File: config.mk
export PLATFORM = sky130hd
export DESIGN_NAME = saturate_10to8
export DESIGN_NICKNAME = d
export VERILOG_FILES = /design/src/rtl/saturate_10to8.sv
export SDC_FILE = /design/constraint.sdc
export NUM_CORES = 1
export LEC_CHECK = 0
export CAP_MARGIN = 0
export CORE_MARGIN = 2
export CORE_UTILIZATION = 40
export DETAILED_ROUTE_END_ITERATION = 16
export PLACE_DENSITY = 0.74
export SETUP_SLACK_MARGIN = 0.02
export SYNTH_ARGS = -nofsm -noshare
export SYNTH_HDL_FRONTEND = slang
export SYNTH_SLANG_ARGS = --single-unit
File: constraint.sdc
create_clock -name clk -period 1.6 [get_ports clk]
set_input_delay 0.32 -clock clk [delete_from_list [all_inputs] [get_ports clk]]
set_output_delay 0.32 -clock clk [all_outputs]
set_load 0.05 [all_outputs]
File: src/rtl/saturate_10to8.sv
// Registered clamp of a wide (optionally signed) filter result into an OUT_W-bit pixel,
// with per-sample clip flags and sticky/counted clip statistics for debug.
module saturate_10to8 #(
    parameter int IN_W      = 10,
    parameter int OUT_W     = 8,
    parameter int SIGNED_IN = 0,
    parameter int CNT_W     = 16
) (
    input  logic             clk,
    input  logic             rst,
    input  logic             in_valid,
    input  logic [IN_W-1:0]  in,
    input  logic             clr_stats,
    output logic [OUT_W-1:0] out,
    output logic             out_valid,
    output logic             sat_hi,
    output logic             sat_lo,
    output logic             sat_sticky,
    output logic [CNT_W-1:0] sat_count
);

    localparam logic [IN_W-1:0] MAX_IN = {{(IN_W-OUT_W){1'b0}}, {OUT_W{1'b1}}};

    logic [OUT_W-1:0] result;
    logic             clip_hi;
    logic             clip_lo;
    logic             clip_any;

    // NOTE: every signal assigned in always_comb gets a default first so no latch is inferred.
    always_comb begin
        result  = in[OUT_W-1:0];
        clip_hi = 1'b0;
        clip_lo = 1'b0;
        if ((SIGNED_IN != 0) && in[IN_W-1]) begin
            result  = '0;
            clip_lo = 1'b1;
        end else if (in > MAX_IN) begin
            result  = '1;
            clip_hi = 1'b1;
        end
    end

    assign clip_any = in_valid && (clip_hi || clip_lo);

    // NOTE: sequential state uses non-blocking assignments so all registers update together.
    always_ff @(posedge clk) begin
        if (rst) begin
            out       <= '0;
            out_valid <= 1'b0;
            sat_hi    <= 1'b0;
            sat_lo    <= 1'b0;
        end else begin
            out_valid <= in_valid;
            sat_hi    <= in_valid && clip_hi;
            sat_lo    <= in_valid && clip_lo;
            if (in_valid)
                out <= result;
        end
    end

    // Clear beats a simultaneous clip; the counter sticks at all-ones rather than wrapping.
    always_ff @(posedge clk) begin
        if (rst || clr_stats) begin
            sat_sticky <= 1'b0;
            sat_count  <= '0;
        end else if (clip_any) begin
            sat_sticky <= 1'b1;
            if (sat_count != '1)
                sat_count <= sat_count + 1'b1;
        end
    end

endmodule

==> out/results.tsv <==
stage	metric	value	unit
status	status	complete, but fails checks	
status	violations	setup timing	
grt	antenna_found_initial	0	
critical_path	required	1.89	ns
detailed_routing	wl_met1	1.52	mm
cts	htreeDepth	1	
synth	synthesis.area	0.00124	mm2
cells_and_area	final_cell_mix	buf_4 (47), nor2_1 (21), nand2_1 (12)	
critical_path	r2r_cells	6	
grt	grt.overflow.total	0	
synth	synth_top_area_frac	0.435	
critical_path	cp_max_fo	4	
power	p_leak	0.843	nW
place	port_buffers	40	
detailed_routing	dr.first_iter.drc_count	60	
cells_and_area	drive_above_1_share	0.482	
floorplanning	die_h	59.7	um
cells_and_area	fillers	247	
synth	yosysTopAreaCell	dfxtp_1	
min_path	hold_path_depth	2	
min_path	min_from	sat_count[12]	
cells_and_area	nNetsFinal	236	
synth	synthDistinctLibCells	32	
cts	cts.path.max_buffers	2	
cts	cts_tree	done	
synth	ys_warn_count	0	
floorplanning	die_x	59.7	um
place	place.gp.congestion	0.808	
timing	final-setup-viol-count	8	
detailed_routing	dr_total_vias	1420	
timing	worst_clock_skew	0.00263	ns
detailed_routing	wl_met3	171	um
grt	grtUsageTotal	0.229	
place	dpl.cell_count	242	
cells_and_area	layout_commonest_cell	buf_4	
timing	max_clock_freq	0.600	GHz
floorplanning	rows	20	
cts	ctsHoldBuffers	0	
floorplanning	die_area	0.00356	mm2
grt	grt_pass1_wl	6.27	mm
synth	synth-edff-count	0	
detailed_routing	met2_length	2.00	mm
timing	final.setup.worst_slack	-0.0653	ns
power	ir_worst_vdd	373	uV
detailed_routing	top_layer_used	met4	
floorplanning	boundaryPins	42	
synth	syn_inst	151	
min_path	min_path_type	reg2reg	
detailed_routing	totalWireLength	3.78	mm
cts	cts_root_buffer	clkbuf_4	
job	max-cap-violations	0	
critical_path	critPathCaptureType	flip-flop	
synth	synth_ff_type	dfxtp_1	
floorplanning	initial_core_util	0.413	
cells_and_area	area_growth	72.3	%
synth	yosys_register_bits	27	
cells_and_area	multi_input_area	778	um2
detailed_routing	drcViolationCount	0	
grt	grt_max_degree	19	
timing	grt_setup_unrepaired	yes	
grt	first_global_vias	1437	
place	dp_hpwl	2.67	mm
critical_path	reg2reg_from	sat_count[0]	
power	p_per_area	577	mW/mm2
cts	clock-sinks	27	
critical_path	crit_type	reg2reg	
timing	hold_viol	0	
synth	synth_nets	166	
cells_and_area	fin_util	0.712	
detailed_routing	antenna_left	0	
timing	hold_slack	0.493	ns
synth	ys_seq_area_frac	0.435	
critical_path	cp_data_arrival_time	1.95	ns
cells_and_area	seqCellArea	583	um2
detailed_routing	routed_via_density	5.61	
cts	clk_latency	0.33	ns
critical_path	cp-start-kind	flip-flop	
place	pre_cts_ws	-0.542	ns
cells_and_area	stdcell_count	253	
synth	async_flop_share	0	
detailed_routing	wl_per_cell	14.9	um
detailed_routing	firstDrtPassIters	4	
cells_and_area	num_antenna_cells	0	
cts	clkTransAtPathRegs	0.15	ns
floorplanning	core_area	0.00300	mm2
synth	syn_avg_cell_area	8.22	um2
critical_path	r2r_slack	-0.07	ns
cts	cts_made_buffers	3	
synth	synthTopCellsByArea	dfxtp_1 (44%), nor2_1 (6.7%), or3_1 (5.0%)	
timing	final.min_clock_period	1.67	ns
timing	drv_slew	0	
critical_path	startpoint	sat_count[0]	
timing	fin_crit_sh	1.04	
timing	setup-tns-final	-0.277	ns
layer usage:
layer  vias up  GRT usage
met1       668      0.256
met4         0     0.0984
met3        10     0.0346
li1        697          -
met2        45      0.424
met5         -          0
through the flow:
| stage | total power [W] | area [um2] |
|---|---|---|
| global route | 0.00128 | 2140 |
| global placement | 0.000935 | 1960 |
| CTS | 0.00124 | 2060 |
| floorplan | 0.000837 | 1320 |
| finish | 0.00123 | 2140 |
| detailed placement | 0.000941 | 1960 |
worst max-delay path, cell delays in order (launching register included):
cell     delay (ns)
dfxtp_4        0.40
ha_4           0.13
nand4_1        0.16
buf_4          0.19
a211o_1        0.26
or4_1          0.41
nand2_1        0.07
worst paths after layout:
path,end
max,sat_count[10]
min,sat_count[12]
max reg2reg,sat_count[10]
min reg2reg,sat_count[12]
report_power, final:
group / switching (W) / total (W) / internal, W
Sequential: 0.0000122 / 0.000691 / 0.000679
Combinational: 0.000145 / 0.000240 / 0.0000945
Clock: 0.000209 / 0.000303 / 0.0000940
Total: 0.000366 / 0.00123 / 0.000867
what timing repair did:
| item | in CTS | in global routing |
|---|---|---|
| setup buffers | 4 | 2 |
| endpoints found under the setup margin | 16 | 16 |
| gates cloned | 1 | 0 |
| pin swaps | 13 | 3 |
| gates resized for setup | 16 | 17 |
logic make-up after synthesis:
kind of cell / share of synthesized area
compound gates: 0.174
fa+ha+maj: 0.0101
buf+inv: 0.0323
flops: 0.435
mux: 0.0161
other cells: 0.00302
simple gates: 0.329
cell usage after synthesis (2+ instances only):
cell      count
a211oi_1      8
a21oi_1       8
buf_2         2
clkbuf_1      4
dfxtp_1      27
mux2i_1       2
nand2_1      15
nand3_1       5
nand4_1       5
nor2_1       22
nor3_1        3
nor4_1        2
o211ai_1      6
o21ai_0       7
o31ai_1       2
or2_2         2
or3_1        10
or4_1         7
flip-flops by register name, summed over array words and instances, names as in the netlist:
name / cells
out: 8
out_valid: 1
sat_count: 16
sat_hi: 1
sat_sticky: 1
layout make-up:
cell class | count | share of cell area
flip-flops and latches | 27 | 0.273
clock buffers | 3 | 0.0105
repair buffers | 73 | 0.329
well taps | 33 | 0.0193
clock inverters | 1 | 0.00234
multi-input cells | 115 | 0.364
inverters | 1 | 0.00176
No activity file was read; power rests on OpenSTA's default activity.
